[src/rtl/lectura_contadores.sv]
// -----------------------------------------------------------------------------
// lectura_contadores
//
// Readout sequencer for the four per-output-FIFO word counters. A start pulse,
// accepted only while the main FSM reports idle, walks req/idx through
// counters 0..3. Each count is captured when the counter block answers with
// cnt_valid. The captured counts are summed into total. The sequence ends with
// a one-cycle done pulse. If a counter does not answer for TIMEOUT consecutive
// cycles, the sequence aborts, raises the sticky error flag and pulses done.
//
// Ports
//   clk        in   1        clock, all logic on posedge
//   rst_l      in   1        asynchronous active-low reset
//   start      in   1        readout request, single-cycle pulse
//   idle       in   1        main FSM idle flag, gates start acceptance
//   cnt_data   in   CNT_W    count returned by the counter block
//   cnt_valid  in   1        cnt_data valid this cycle
//   req        out  1        read request to the counter block
//   idx        out  2        counter index being read
//   busy       out  1        sequence in progress
//   done       out  1        one-cycle pulse, sequence finished (ok or error)
//   error      out  1        sticky, last sequence aborted by timeout
//   cuenta_0..cuenta_3 out CNT_W  captured counts, held until the next start
//   total      out  CNT_W+2  sum of the captured counts
// -----------------------------------------------------------------------------
module lectura_contadores #(
    parameter int CNT_W   = 5,
    parameter int TIMEOUT = 15
) (
    input  logic               clk,
    input  logic               rst_l,
    input  logic               start,
    input  logic               idle,
    input  logic [CNT_W-1:0]   cnt_data,
    input  logic               cnt_valid,
    output logic               req,
    output logic [1:0]         idx,
    output logic               busy,
    output logic               done,
    output logic               error,
    output logic [CNT_W-1:0]   cuenta_0,
    output logic [CNT_W-1:0]   cuenta_1,
    output logic [CNT_W-1:0]   cuenta_2,
    output logic [CNT_W-1:0]   cuenta_3,
    output logic [CNT_W+1:0]   total
);

    typedef enum logic [1:0] {
        ST_IDLE = 2'd0,
        ST_REQ  = 2'd1,
        ST_DONE = 2'd2,
        ST_ERR  = 2'd3
    } state_t;

    localparam logic [7:0] TIMEOUT_C  = 8'(TIMEOUT);
    localparam logic [7:0] WAIT_MAX_C = 8'hFF;

    state_t             state_r;
    state_t             state_s;

    logic [1:0]         idx_r;
    logic [7:0]         wait_r;
    logic [CNT_W-1:0]   cuenta_0_r;
    logic [CNT_W-1:0]   cuenta_1_r;
    logic [CNT_W-1:0]   cuenta_2_r;
    logic [CNT_W-1:0]   cuenta_3_r;
    logic [CNT_W+1:0]   total_r;
    logic               error_r;
    logic               req_r;
    logic               busy_r;
    logic               done_r;

    logic               accept_s;
    logic               capture_s;
    logic               timeout_s;
    logic [7:0]         wait_inc_s;
    logic [CNT_W+1:0]   cnt_ext_s;

    // Saturating wait-counter increment and zero-extended count for the adder.
    always_comb begin
        wait_inc_s = wait_r;
        if (wait_r == WAIT_MAX_C) begin
            wait_inc_s = WAIT_MAX_C;
        end else begin
            wait_inc_s = wait_r + 8'd1;
        end
        cnt_ext_s = {2'b00, cnt_data};
    end

    // Next-state logic; a capture in the cycle that would expire the wait
    // counter takes precedence over the timeout.
    always_comb begin
        state_s   = state_r;
        accept_s  = 1'b0;
        capture_s = 1'b0;
        timeout_s = 1'b0;
        case (state_r)
            ST_IDLE: begin
                if (start && idle) begin
                    accept_s = 1'b1;
                    state_s  = ST_REQ;
                end else begin
                    state_s  = ST_IDLE;
                end
            end
            ST_REQ: begin
                if (cnt_valid) begin
                    capture_s = 1'b1;
                    if (idx_r == 2'd3) begin
                        state_s = ST_DONE;
                    end else begin
                        state_s = ST_REQ;
                    end
                end else if (wait_inc_s >= TIMEOUT_C) begin
                    timeout_s = 1'b1;
                    state_s   = ST_ERR;
                end else begin
                    state_s   = ST_REQ;
                end
            end
            ST_DONE: begin
                state_s = ST_IDLE;
            end
            ST_ERR: begin
                state_s = ST_IDLE;
            end
            default: begin
                state_s = ST_IDLE;
            end
        endcase
    end

    // State register.
    always_ff @(posedge clk or negedge rst_l) begin
        if (!rst_l) begin
            state_r <= ST_IDLE;
        end else begin
            state_r <= state_s;
        end
    end

    // Index, wait counter, captured counts, total and sticky error.
    always_ff @(posedge clk or negedge rst_l) begin
        if (!rst_l) begin
            idx_r      <= 2'd0;
            wait_r     <= 8'd0;
            cuenta_0_r <= '0;
            cuenta_1_r <= '0;
            cuenta_2_r <= '0;
            cuenta_3_r <= '0;
            total_r    <= '0;
            error_r    <= 1'b0;
        end else begin
            case (state_r)
                ST_IDLE: begin
                    if (accept_s) begin
                        idx_r      <= 2'd0;
                        wait_r     <= 8'd0;
                        cuenta_0_r <= '0;
                        cuenta_1_r <= '0;
                        cuenta_2_r <= '0;
                        cuenta_3_r <= '0;
                        total_r    <= '0;
                        error_r    <= 1'b0;
                    end
                end
                ST_REQ: begin
                    if (capture_s) begin
                        case (idx_r)
                            2'd0:    cuenta_0_r <= cnt_data;
                            2'd1:    cuenta_1_r <= cnt_data;
                            2'd2:    cuenta_2_r <= cnt_data;
                            2'd3:    cuenta_3_r <= cnt_data;
                            default: cuenta_0_r <= cuenta_0_r;
                        endcase
                        total_r <= total_r + cnt_ext_s;
                        wait_r  <= 8'd0;
                        if (idx_r == 2'd3) begin
                            idx_r <= 2'd0;
                        end else begin
                            idx_r <= idx_r + 2'd1;
                        end
                    end else begin
                        wait_r <= wait_inc_s;
                        if (timeout_s) begin
                            error_r <= 1'b1;
                            idx_r   <= 2'd0;
                        end
                    end
                end
                ST_DONE: begin
                    idx_r <= 2'd0;
                end
                ST_ERR: begin
                    idx_r <= 2'd0;
                end
                default: begin
                    idx_r <= 2'd0;
                end
            endcase
        end
    end

    // Handshake flags registered from the next state so they line up with it.
    always_ff @(posedge clk or negedge rst_l) begin
        if (!rst_l) begin
            req_r  <= 1'b0;
            busy_r <= 1'b0;
            done_r <= 1'b0;
        end else begin
            req_r  <= (state_s == ST_REQ);
            busy_r <= (state_s == ST_REQ);
            done_r <= (state_s == ST_DONE) || (state_s == ST_ERR);
        end
    end

    assign req      = req_r;
    assign idx      = idx_r;
    assign busy     = busy_r;
    assign done     = done_r;
    assign error    = error_r;
    assign cuenta_0 = cuenta_0_r;
    assign cuenta_1 = cuenta_1_r;
    assign cuenta_2 = cuenta_2_r;
    assign cuenta_3 = cuenta_3_r;
    assign total    = total_r;

endmodule

[config.mk]
export PLATFORM = sky130hd
export DESIGN_NAME = lectura_contadores
export DESIGN_NICKNAME = d
export VERILOG_FILES = /design/src/rtl/lectura_contadores.sv
export SDC_FILE = /design/constraint.sdc
export NUM_CORES = 1
export LEC_CHECK = 0
export ABC_AREA = 1
export CAP_MARGIN = 30
export CORE_UTILIZATION = 48
export CTS_CLUSTER_DIAMETER = 30
export DETAILED_ROUTE_END_ITERATION = 6
export HOLD_SLACK_MARGIN = 0.02
export PLACE_DENSITY = 0.81
export SLEW_MARGIN = 20
export SYNTH_ARGS = -nofsm -noshare
export SYNTH_HDL_FRONTEND = slang
export SYNTH_SLANG_ARGS = --single-unit
[constraint.sdc]
create_clock -name clk -period 1.93 [get_ports clk]
set_input_delay 0.2895 -clock clk [delete_from_list [all_inputs] [get_ports clk]]
set_output_delay 0.2895 -clock clk [all_outputs]
set_load 0.05 [all_outputs]
==> run summary <==
Outcome = complete, no violations
Worst-margin pin slew = 523 ps
Clk_lat worst skew = 300 ps
HPWL after DPL = 3.48 mm
Crit-path max cell delay = 840 ps
Net load switching power = 2.62 mW
Final WS setup = 61.2 ps
Sequential power share = 28.1%
Syn_area_per_cell = 8.83 um^2
Clk sinks = 41
Core area = 4140 um^2
Synth Flop Type = dfrtp_1
Via/cell ratio = 5.24
Initial Util = 51.5%
Antenna violations before repair = 0
Root Driver = clkbuf_8
Drt total wl = 4.77 mm
Largest delay share family, worst path = buffers and inverters
Vias in the first global route = 1,580
Setup TNS = 0 ps
FP Rows = 23
Layout net count = 316
Wire length per cell = 13.8 um
Layout cells sized above 1 = 15.5%
Largest net degree at the start of global routing = 42
Critical Path, Cell by Cell = clkdlybuf4s50_1
Synthesized area = 2140 um^2
Launching point of the worst reg2reg path = wait_r[1]
Synth cell types = 31
Worst slack at placement = -166 ps
Setup Skew = 4.29 ps
Synth Instances = 242
Clock Power Share = 13.8%
Final antenna diode count = 0
Most frequent cells after synthesis = nand2_1 (57), dfrtp_1 (41), nor2_1 (25)
Tmin final = 1870 ps
I/O Pins = 43
Worst Path Required = 1640 ps
Worst R2R Setup Slack = 180 ps
Grt met1 use = 31.1%
CP startpoint = total[1]
Chip height = 68.7 um
Gr usage total = 22.6%
Final Max Tran Viols = 0
Post-synth top area share = 48.0%
Reg clk slew, reported paths = 80 ps
Register area share after synthesis = 48.0%
Die X = 68.7 um
Peak Freq = 535 MHz
Area growth from synthesis to layout = 29.3%
Final Cycle Share = 96.8%
Largest cells by area after synthesis = dfrtp_1 (48%), nand2_1 (10%), ha_1 (5.9%)
First-pass GRT wire length = 7.56 mm
RSZ-0062 raised after global routing = false
Routability cong. = 0.817
Buf/Inv on CP = 1
P_int = 2.58 mW
Synth async-reset ratio = 100%
Placed inst area = 2640 um^2
TritonCTS buffer count = 5
Non-filler cells, final = 346
Vias = 1,814
Stages on worst setup path = 1
CTS tree = built
Crit path launch type = flip-flop
Data arrival, critical path = 1580 ps
Worst r2r dst = busy
HP Class = in2async
1st-iter DRT viols = 187
Placed Cells = 338
DRT Pass-1 Iters = 6
Grt met3 use = 4.44%
Worst-path fanout max = 4
PD cells = 1880 nW/um^2
Net Count, Synth = 263
Post-synth EDFFs = 0
Total grt overflow = 0
Global routing's busiest layer = met2
DRC Markers = 0
Antenna viol nets, final = 0
Critical-path top delay cell = clkdlybuf4s50_1
Port Buffers = 42
Final hold violations = 0
CP Capture Type = output pin
Met2 usage = 34.8%
Final core occ = 66.6%
Non-Filler Cell Area, Final = 2760 um^2
Die footprint = 4720 um^2
Leak pwr = 1.31 nW
Clk buf depth = 2
Comb pwr share = 58.2%
Worst Path Class, Setup = reg2out
Most frequent cell after synthesis = nand2_1
Post-synth top area cell = dfrtp_1
Max VDD drop = 975 uV
Max_cap viols = 0
Relative slew margins = 65.1%
End point of the critical path = total[1]
R2R cell count = 10
Synthesis Warnings = 0
H-tree levels = 2
Flop and latch count out of synthesis = 41
Setup-failing EPs final = 0
Switching Fraction = 50.4%
==> cells by family after synthesis <==
family,count (synthesis),share of synthesized area (%)
DFF,41,48.0
and+or+nand+nor,122,27.7
buffers and inverters,22,4.86
adders and majority gates,11,6.80
AOI/OAI and AO/OA,45,12.2
xor gates and xnor gates,1,0.410
==> layout by cell type, fill, tap and decap left out, drive strengths merged <==
cell / count
a21boi: 1
a21oi: 22
and3: 1
buf: 8
bufinv: 2
clkbuf: 5
clkdlybuf4s50: 39
clkinv: 1
clkinvlp: 1
dfrtp: 41
dlymetal6s2s: 1
fa: 1
ha: 10
inv: 19
nand2: 64
nand3: 23
nand4: 1
nor2: 31
nor3: 2
o21ai: 20
o22ai: 1
o31ai: 1
xnor2: 1
==> repair_timing <==
action | in CTS | in global routing
gates resized for setup | 0 | 1
endpoints found under the setup margin | 0 | 1
buffers inserted | 0 | 0
hold buffers | 0 | 0
==> power by group through the flow <==
stage	registers, mW	logic [mW]	clock network, mW
2_1_floorplan	2.47	1.07	0
3_3_place_gp	1.46	2.97	0
3_5_place_dp	1.47	3.04	0
4_1_cts	1.46	3.04	0.724
5_1_grt	1.51	3.26	0.749
6_report	1.46	3.02	0.715
==> flip-flops by register name, summed over array words and instances, names as in the netlist, 2 cells and up <==
| name | cells |
|---|---|
| cuenta_3 | 5 |
| cuenta_0 | 5 |
| cuenta_1 | 5 |
| idx | 2 |
| cuenta_2 | 5 |
| total | 7 |
| wait_r | 8 |
==> cell type report <==
| type | instances | area, um^2 |
|---|---|---|
| Tap cell | 50 | 62.6 |
| Sequential cell | 41 | 1030 |
| Timing Repair Buffer | 48 | 460 |
| Inverter | 20 | 91.3 |
| Clock buffer | 5 | 68.8 |
| Fill cell | 356 | 1380 |
| Multi-Input combinational cell | 179 | 1010 |
| Clock inverter | 3 | 46.3 |
==> metal layers <==
| layer | wire length (um) | vias to the layer above | part of all wire (%) |
|---|---|---|---|
| li1 | - | 902 | - |
| met1 | 2250 | 856 | 47 |
| met2 | 2220 | 48 | 47 |
| met3 | 227 | 8 | 4.8 |
| met4 | 80 | 0 | 1.7 |
| met5 | 0 | - | 0 |
==> through the flow <==
step / power (mW) / hold slack, ps
2_1_floorplan: 3.54 / -6.09
3_3_place_gp: 4.43 / 388
3_5_place_dp: 4.51 / 385
4_1_cts: 5.23 / 54.4
5_1_grt: 5.52 / 88.9
6_report: 5.20 / 34.5
==> how the worst min path moves through the flow <==
stage                 to  slack, ps  cells after the start
3_3_place_gp       error        390                      2
3_5_place_dp   wait_r[1]        390                      2
2_1_floorplan       busy         -6                      0
6_report       wait_r[2]         30                      2
5_1_grt        wait_r[2]         90                      2
4_1_cts        wait_r[2]         50                      2
No activity file was read; power rests on OpenSTA's default activity.
